## src/rtl/decode_queue_pkg.sv

```systemverilog
// Shared decode definitions: pre-decode class encoding and opcode field constants.
// Latency: n/a (types and constants only).
// Backpressure: n/a.
package decode_queue_pkg;

   // Coarse instruction class produced by pre-decode and carried with each queue entry.
   typedef enum logic [3:0] {
      CLS_INVALID = 4'd0,
      CLS_ALU3R   = 4'd1,
      CLS_ALUI5   = 4'd2,
      CLS_ALUSI12 = 4'd3,
      CLS_SI20    = 4'd4,
      CLS_BRANCH  = 4'd5,
      CLS_JUMP    = 4'd6,
      CLS_LOAD    = 4'd7,
      CLS_STORE   = 4'd8
   } inst_class_e;

   // Opcode field values used by pre-decode.
   localparam logic [11:0] OPC12_ALUI5   = 12'h004;   // inst[31:20]
   localparam logic [2:0]  ALUI5_SUB     = 3'b001;    // inst[17:15]
   localparam logic [6:0]  OPC7_ALUSI12  = 7'b0000001; // inst[31:25]
   localparam logic [3:0]  OPC4_SI20     = 4'b0001;   // inst[31:28]
   localparam logic [1:0]  OPC2_BRJ      = 2'b01;     // inst[31:30]
   localparam logic [2:0]  OPC3_MEM      = 3'b001;    // inst[31:29]
   localparam logic [4:0]  MEM_STORE     = 5'b01001;  // inst[28:24]

   // Control-transfer minor opcodes in inst[29:26]; jumps and branches are contiguous ranges.
   localparam logic [3:0]  BR_JIRL = 4'h3;
   localparam logic [3:0]  BR_B    = 4'h4;
   localparam logic [3:0]  BR_BL   = 4'h5;
   localparam logic [3:0]  BR_BEQ  = 4'h6;
   localparam logic [3:0]  BR_BGEU = 4'hB;

endpackage

```

## src/rtl/decode_queue_predecode.sv

```systemverilog
// Pure combinational pre-decode of one instruction into a coarse class.
// Latency: 0 cycles. Backpressure: none (no state).
// Ports: inst_i (instruction, INST_W >= 32), cls_o (class, first match in priority order).
module inst_predecode
   import decode_queue_pkg::*;
#(
   parameter int INST_W = 32
) (
   input  logic [INST_W-1:0] inst_i,
   output inst_class_e       cls_o
);

   logic [3:0] br_op;
   logic       unused_bits;

   assign br_op       = inst_i[29:26];
   // Low-order operand bits do not affect the class.
   assign unused_bits = ^inst_i;

   always_comb begin
      cls_o = CLS_INVALID;
      if (inst_i[31:22] == 10'd0 && (inst_i[21] | inst_i[20])) begin
         cls_o = CLS_ALU3R;
      end else if (inst_i[31:20] == OPC12_ALUI5 && inst_i[17:15] == ALUI5_SUB) begin
         cls_o = CLS_ALUI5;
      end else if (inst_i[31:25] == OPC7_ALUSI12) begin
         cls_o = CLS_ALUSI12;
      end else if (inst_i[31:28] == OPC4_SI20) begin
         cls_o = CLS_SI20;
      end else if (inst_i[31:30] == OPC2_BRJ && br_op >= BR_BEQ && br_op <= BR_BGEU) begin
         cls_o = CLS_BRANCH;
      end else if (inst_i[31:30] == OPC2_BRJ && br_op >= BR_JIRL && br_op <= BR_BL) begin
         cls_o = CLS_JUMP;
      end else if (inst_i[31:29] == OPC3_MEM) begin
         cls_o = (inst_i[28:24] == MEM_STORE) ? CLS_STORE : CLS_LOAD;
      end
   end

endmodule

```

## src/rtl/decode_queue.sv

```systemverilog
// Fetch-to-decode instruction queue; pre-decodes class at enqueue and stores it with the entry.
// Latency: 1 cycle enqueue to out_valid (no bypass); head fields are combinational from storage.
// Backpressure: in_ready = not full, independent of out_ready/flush; flush empties on next edge.
// Ports: in_* fetch side (valid/ready), out_* decode side (valid/ready), flush redirect, count occupancy.
module decode_queue
   import decode_queue_pkg::*;
#(
   parameter int DEPTH  = 4,
   parameter int INST_W = 32,
   parameter int ADDR_W = 32
) (
   input  logic                       clk,
   input  logic                       rst_n,
   input  logic                       in_valid,
   output logic                       in_ready,
   input  logic [INST_W-1:0]          in_inst,
   input  logic [ADDR_W-1:0]          in_pc,
   input  logic                       in_pred_taken,
   input  logic [ADDR_W-1:0]          in_pred_addr,
   input  logic                       flush,
   output logic                       out_valid,
   input  logic                       out_ready,
   output logic [INST_W-1:0]          out_inst,
   output logic [ADDR_W-1:0]          out_pc,
   output logic                       out_pred_taken,
   output logic [ADDR_W-1:0]          out_pred_addr,
   output logic [3:0]                 out_class,
   output logic [$clog2(DEPTH+1)-1:0] count
);

   localparam int PW = $clog2(DEPTH);
   localparam int CW = $clog2(DEPTH+1);
   localparam logic [CW-1:0] DEPTH_C = CW'(DEPTH);

   typedef struct packed {
      logic [INST_W-1:0] inst;
      logic [ADDR_W-1:0] pc;
      logic              pred_taken;
      logic [ADDR_W-1:0] pred_addr;
      inst_class_e       cls;
   } entry_t;

   entry_t          mem_q [DEPTH];
   entry_t          entry_d;
   inst_class_e     in_cls;
   logic [PW-1:0]   head_q, head_d;
   logic [PW-1:0]   tail_q, tail_d;
   logic [CW-1:0]   count_q, count_d;
   logic            enq, deq;

   inst_predecode #(.INST_W(INST_W)) u_predecode (
      .inst_i (in_inst),
      .cls_o  (in_cls)
   );

   assign in_ready  = (count_q < DEPTH_C);
   assign out_valid = (count_q != '0);
   assign enq       = in_valid && in_ready && !flush;
   assign deq       = out_valid && out_ready && !flush;

   assign entry_d = '{inst: in_inst, pc: in_pc, pred_taken: in_pred_taken,
                      pred_addr: in_pred_addr, cls: in_cls};

   // Pointers are exactly log2(DEPTH) bits, so +1 wraps DEPTH-1 -> 0 for free.
   always_comb begin
      head_d  = head_q;
      tail_d  = tail_q;
      count_d = count_q;
      if (flush) begin
         head_d  = '0;
         tail_d  = '0;
         count_d = '0;
      end else begin
         if (enq) tail_d = tail_q + PW'(1);
         if (deq) head_d = head_q + PW'(1);
         case ({enq, deq})
            2'b10:   count_d = count_q + CW'(1);
            2'b01:   count_d = count_q - CW'(1);
            default: count_d = count_q;
         endcase
      end
   end

   always_ff @(posedge clk or negedge rst_n) begin
      if (!rst_n) begin
         head_q  <= '0;
         tail_q  <= '0;
         count_q <= '0;
      end else begin
         head_q  <= head_d;
         tail_q  <= tail_d;
         count_q <= count_d;
      end
   end

   // Entry storage is deliberately unreset; out_valid qualifies the head fields.
   always_ff @(posedge clk) begin
      if (enq) mem_q[tail_q] <= entry_d;
   end

   assign out_inst       = mem_q[head_q].inst;
   assign out_pc         = mem_q[head_q].pc;
   assign out_pred_taken = mem_q[head_q].pred_taken;
   assign out_pred_addr  = mem_q[head_q].pred_addr;
   assign out_class      = mem_q[head_q].cls;
   assign count          = count_q;

endmodule

```

## config.mk

```make
export PLATFORM = sky130hd
export DESIGN_NAME = decode_queue
export DESIGN_NICKNAME = d
export VERILOG_FILES = /design/src/rtl/decode_queue_pkg.sv /design/src/rtl/decode_queue_predecode.sv /design/src/rtl/decode_queue.sv
export SDC_FILE = /design/constraint.sdc
export NUM_CORES = 1
export LEC_CHECK = 0
export ABC_CLOCK_PERIOD_IN_PS = 3950
export BUFFER_PORTS_ARGS = -buffer_cell sky130_fd_sc_hd__buf_2
export CAP_MARGIN = 25
export CORE_ASPECT_RATIO = 0.9
export CORE_MARGIN = 4
export CORE_UTILIZATION = 51
export DETAILED_ROUTE_END_ITERATION = 16
export HOLD_SLACK_MARGIN = 0.1
export PLACE_DENSITY_LB_ADDON = 0.08
export SKIP_CTS_REPAIR_TIMING = 1
export SLEW_MARGIN = 40
export SYNTH_ARGS = -nofsm -noshare
export SYNTH_HDL_FRONTEND = slang
export SYNTH_HIERARCHICAL = 1
export SYNTH_SLANG_ARGS = --single-unit
```

## constraint.sdc

```tcl
create_clock -name clk -period 3.95 [get_ports clk]
set_clock_uncertainty 0.05 [all_clocks]
set_input_delay 0.79 -clock clk [delete_from_list [all_inputs] [get_ports clk]]
set_output_delay 0.79 -clock clk [all_outputs]
set_load 0.01 [all_outputs]
```

==> flow_summary.toml, run 1 <==
[floorplan]
die_x_um = 190.2
floorplan.rows = 59
initial_utilization_pct = 52.27
io_pins = 208
die_h_um = 172
dieArea_um2 = 32720
coreArea_um2 = 29160

[global_routing]
globalRouteOverflowTotal = 0
grtUsageTotal_pct = 18.53
grt_pass1_wl_um = 45870
grt_pass1_vias = 7762
antenna_found_initial = 3
grt_max_degree = 48

[clock_network]
clk_latency_ps = 510
cts_tree = "built"
numCtsBuffers = 41
cts-root-buf = "clkbuf_16"
cts_max_path_buffers = 3
clk_pin_slew_worst_paths_ps = 60
cts_sinks = 411
cts_max_level = 2

[synth]
yosysWarningCount = 6
synth_mux_area_share_pct = 15.19
synth_area_um2 = 15240
postSynthCellCount = 611
ys_ff_latch = 411
synth_xor_area_share_pct = 0.2299
synth-simple-area-share_pct = 1.568
synth_compound_area_share_pct = 0.6896
synthAdderAreaFrac_pct = 0.4597
syn_nets = 718
synth_top_family_by_area = "multiplexers"
synth.yosys.seq_area_share_pct = 80.75
synthesis.area_per_instance_um2 = 24.94
synth_cell_types = 40

[worst_setup_path]
critPathMaxStageDelay_ps = 840
startpoint_type = "flop"
crit_chain = "buf_4 -> mux4_2 -> buf_2"
critPathTopFamily = "flip-flops"
worst-path-buf-inv = 2
critPathSlowestCell = "dfrtp_4"
cp-end-kind = "output port"
required_ps = 3110
critical_path.max_fanout = 31
cp.arrival_ps = 2520
path_class = "reg -> out"

[route]
drtPass1Iterations = 5
postRouteAntennaNets = 0
wire_per_inst_um = 23.45
vias = 7116
drcViolationCount = 0
drt_wl_total_um = 30160
via_per_inst = 5.533
drt_iter0_drc = 506

[cells_and_area]
drive_above_1_share_pct = 44.21
syn_to_final_growth_pct = 18.75
postLayoutCoreUtil_pct = 62.07
final_cell_mix = "edfxtp_1, buf_2, mux4_2"
nNetsFinal = 968
postLayoutCellArea_um2 = 18100
final_common_cell = "edfxtp_1"

[outcome]
status = "completed"

[sta]
timing.final.crit_share_pct = 85.14
worst_hold_slack_ps = 435.2
timing.slew.headroom_pct = 49.39
period_minus_slack_ps = 3363
setup_viol = 0
setup_tns_ps = 0
maxSlewViolCount = 0
grt_setup_unrepaired = "no"
worst_slack_ps = 587.0
fmax_mhz = 297.4
worst_pin_slew_ps = 759.2
finalHoldViolations = 0

[pwr]
power_leakage_nw = 6.062
p_per_area_nw_per_um2 = 522.7
vdd_drop_max_mv = 0.4153

[placed_design]
hpwl_um = 19230
gp_congestion = 0.7484
post_dp_cell_area_um2 = 16870
port_buffers = 207
dp_slack_ps = 1077

[hold_path]
min_path_type = "in -> reg"

[run]
cap_violations = 0
==> state kept, by name, summed over array words and instances, names as in the netlist <==
register and count:
count 3, head_q 2, mem_q 404, tail_q 2
==> metrics by stage <==
step | instances | total power, mW
floorplan | 611 | 5.665
global placement | 1213 | 6.057
detailed placement | 1213 | 6.083
CTS | 1284 | 9.569
global route | 1286 | 9.831
finish | 1286 | 9.460
==> per-layer routing <==
| metal | part of all wire [%] | wire length (um) | GRT usage [%] | vias up |
|---|---|---|---|---|
| met2 | 50 | 14980 | 30.54 | 223 |
| met1 | 41 | 12490 | 25.86 | 3710 |
| li1 | - | - | - | 3125 |
| met3 | 6.6 | 2002 | 4.017 | 54 |
| met5 | 0.12 | 35 | 0 | - |
| met4 | 2.2 | 656 | 4.870 | 4 |
==> worst reg2reg max path, delay by kind of cell (launching register included) <==
family                 cells  cell delay [ps]
buffers and inverters      1              420
DFF                        1              470
and+or+nand+nor            3             1130
==> path summary, 6_finish.rpt <==
path                                        from                      to  slack (ps)  depth (start not counted)
max in group asynchronous                  rst_n   head_q[0]$_DFFE_PN0P_        3080                          2
min reg2reg                tail_q[1]$_DFFE_PN0P_   tail_q[1]$_DFFE_PN0P_         530                          2
max                        head_q[0]$_DFFE_PN0P_            out_inst[26]         590                          3
min in group asynchronous                  rst_n   head_q[1]$_DFFE_PN0P_         590                          2
min                             in_pred_addr[24]  mem_q[1][28]$_DFFE_PP_         440                          1
max reg2reg                 count[2]$_DFFE_PN0P_  mem_q[3][26]$_DFFE_PP_        1560                          4
==> cells in the mapped netlist <==
master / number / area, um^2
edfxtp_1: 404 / 12130
mux4_2: 101 / 2275
nor2_1: 11 / 41.29
buf_1: 8 / 30.03
buf_6: 7 / 78.83
dfrtp_1: 7 / 175.2
nand2_1: 7 / 26.28
inv_1: 5 / 18.77
o21ai_0: 5 / 25.02
and2_1: 4 / 25.02
buf_2: 4 / 20.02
clkbuf_1: 4 / 15.01
ha_1: 4 / 50.05
mux2i_1: 4 / 40.04
nand3_1: 3 / 15.01
xor2_1: 3 / 26.28
a21oi_1: 2 / 10.01
a31oi_1: 2 / 12.51
nand2b_1: 2 / 12.51
nor3_1: 2 / 10.01
nor4_1: 2 / 12.51
o21ai_1: 2 / 10.01
a221oi_1: 1 / 8.760
a2bb2oi_2: 1 / 15.01
and3_1: 1 / 6.260
buf_4: 1 / 7.510
fa_1: 1 / 20.02
nand2_2: 1 / 6.260
nand2_4: 1 / 11.26
nand3b_1: 1 / 7.510
nand4b_1: 1 / 8.760
nor2b_1: 1 / 6.260
nor4_4: 1 / 21.27
nor4bb_1: 1 / 10.01
o211a_1: 1 / 10.01
o21a_1: 1 / 7.510
o22ai_1: 1 / 6.260
or3_4: 1 / 11.26
or4_1: 1 / 7.510
xnor2_1: 1 / 8.760
==> layout make-up <==
cell class,instances,area (um^2)
timing repair buffer,231,1281
tap,396,495.5
inverter,5,18.77
clock buffer,53,1134
antenna,1,2.502
sequential,411,12310
clock inverter,18,78.83
fill,2019,11060
multi-input combinational,171,2774
==> kinds of logic after synthesis <==
family / count (synthesis)
DFF: 411
muxes: 105
and+or+nand+nor: 41
buffers and inverters: 29
AOI/OAI and AO/OA: 16
adders and majority gates: 5
xor gates and xnor gates: 4
==> power by group <==
group | switching (mW) | total, mW | internal [mW]
logic | 0.494 | 0.949 | 0.455
clock network | 1.48 | 3.49 | 2.01
registers | 0.0739 | 5.02 | 4.94
(Power assumes the default switching activity.)
==> inputs of run 2 (changes only) <==
Settings changed: GPL_TIMING_DRIVEN set to 0.
==> run 2 against run 1 <==
Effect of this change:
- wire length shrank 4.0%
- hold slack gained 3.4 ps
- clock power grew 5%
- final cell count grew 1.3%
- die area is the same
- sequential share of layout area shrank 0.91 points
- count of clock-buffer cells in the layout shrank 1
- sequential power shrank 0.8%
==> flow_summary.toml, run 2 (synthesis results as in run 1) <==
[placed_design]
gp_congestion = 0.7759
dp_slack_ps = 960.6
hpwl_um = 19140
port_buffers = 206
dp.cells = 1225
post_dp_cell_area_um2 = 17030

[floorplan]
die_h_um = 172
initial_utilization_pct = 52.27
io_pins = 208
floorplan.rows = 59
die_x_um = 190.2
coreArea_um2 = 29160
dieArea_um2 = 32720

[clock_network]
cts-root-buf = "clkbuf_16"
cts_sinks = 411
clk_pin_slew_worst_paths_ps = 60
cts_max_level = 2
cts_max_path_buffers = 3
clk_latency_ps = 520
cts_tree = "built"
numCtsBuffers = 42

[worst_setup_path]
critical_path.max_fanout = 10
cp-end-kind = "output port"
path_class = "reg -> out"
required_ps = 3110
rrSetupSlack_ps = 1400
startpoint_type = "flop"
crit_top_cell = "buf_2"
cp.arrival_ps = 2360
critPathTopFamily = "buffers and inverters"
critPathSlowestCell = "buf_1"
crit_chain = "buf_2 -> buf_1 -> mux4_2 -> buf_2"
critPathMaxStageDelay_ps = 550
worst-path-buf-inv = 3

[route]
drtPass1Iterations = 4
drt_iter0_drc = 381
drcViolationCount = 0
postRouteAntennaNets = 0
vias = 7086
wire_per_inst_um = 22.23
drt_wl_total_um = 28970
via_per_inst = 5.438

[cells_and_area]
layout.cells.non_filler = 1303
drive_above_1_share_pct = 43.47
postLayoutCellArea_um2 = 18330
syn_to_final_growth_pct = 20.29
nNetsFinal = 981
top_register = "mem_q"
largest_reg_flops = 404
final_common_cell = "edfxtp_1"
final_cell_mix = "edfxtp_1, buf_2, mux4_2"

[sta]
timing.slew.headroom_pct = 56.45
worst_slack_ps = 753.5
period_minus_slack_ps = 3197
worst_pin_slew_ps = 653.3
worst_hold_slack_ps = 438.6
setup_viol = 0
fmax_mhz = 312.8
finalHoldViolations = 0
timing.final.crit_share_pct = 80.92
grt_setup_unrepaired = "no"
maxSlewViolCount = 0

[pwr]
vdd_drop_max_mv = 0.4006
finalPower_mw = 9.656
power_leakage_nw = 6.139
p_per_area_nw_per_um2 = 526.7

[global_routing]
grt_max_degree = 36
globalRouteOverflowTotal = 0
antenna_found_initial = 4
grt_pass1_wl_um = 44300
grtUsageTotal_pct = 17.78
grt_pass1_vias = 7683

[hold_path]
min_path_type = "in -> reg"

[outcome]
status = "completed"

[run]
cap_violations = 0
## run 2: metrics by stage
| stage | utilization (%) | TNS [ps] |
|---|---|---|
| final | 62.87 | 0 |
| after global routing | 62.86 | 0 |
| after CTS | 62.81 | 0 |
| after detailed placement | 58.39 | 0 |
| after global placement | 57.52 | -1733 |
| after floorplan | - | 0 |
## run 2: path summary, 6_finish.rpt
check | from | endpoint | cells after the start
setup / recovery | head_q[1]$_DFFE_PN0P_ | out_pred_addr[19] | 4
hold / removal | in_pred_addr[2] | mem_q[1][6]$_DFFE_PP_ | 1
setup reg to reg | count[2]$_DFFE_PN0P_ | mem_q[3][57]$_DFFE_PP_ | 6
hold reg to reg | tail_q[1]$_DFFE_PN0P_ | tail_q[1]$_DFFE_PN0P_ | 2
max in group asynchronous | rst_n | head_q[0]$_DFFE_PN0P_ | 2
min in group asynchronous | rst_n | count[1]$_DFFE_PN0P_ | 2
## run 2: area by class of cell
cell class,instances,area [um^2]
clock inverters,22,180.2
plain buffers,24,151.4
diodes,3,7.507
clock buffers,52,1110
flip-flops and latches,411,12310
fillers,2007,10830
multi-input cells,171,2774
repair buffers,219,1289
inverters,5,18.77
well taps,396,495.5
## run 2: power by group
| group | internal (mW) | total (mW) | switching (mW) | leakage (nW) |
|---|---|---|---|---|
| Sequential | 4.94 | 4.98 | 0.0353 | 3.77 |
| Clock | 2.18 | 3.68 | 1.50 | 0.627 |
| Combinational | 0.474 | 0.998 | 0.523 | 1.74 |
## run 2: layer usage
metal | track usage (%) | part of all wire (%) | up-vias
met5 | 0 | 0.13 | -
met4 | 4.652 | 2.0 | 4
met3 | 4.098 | 6.8 | 48
met2 | 29.78 | 50 | 224
met1 | 24.20 | 41 | 3658
li1 | - | - | 3152
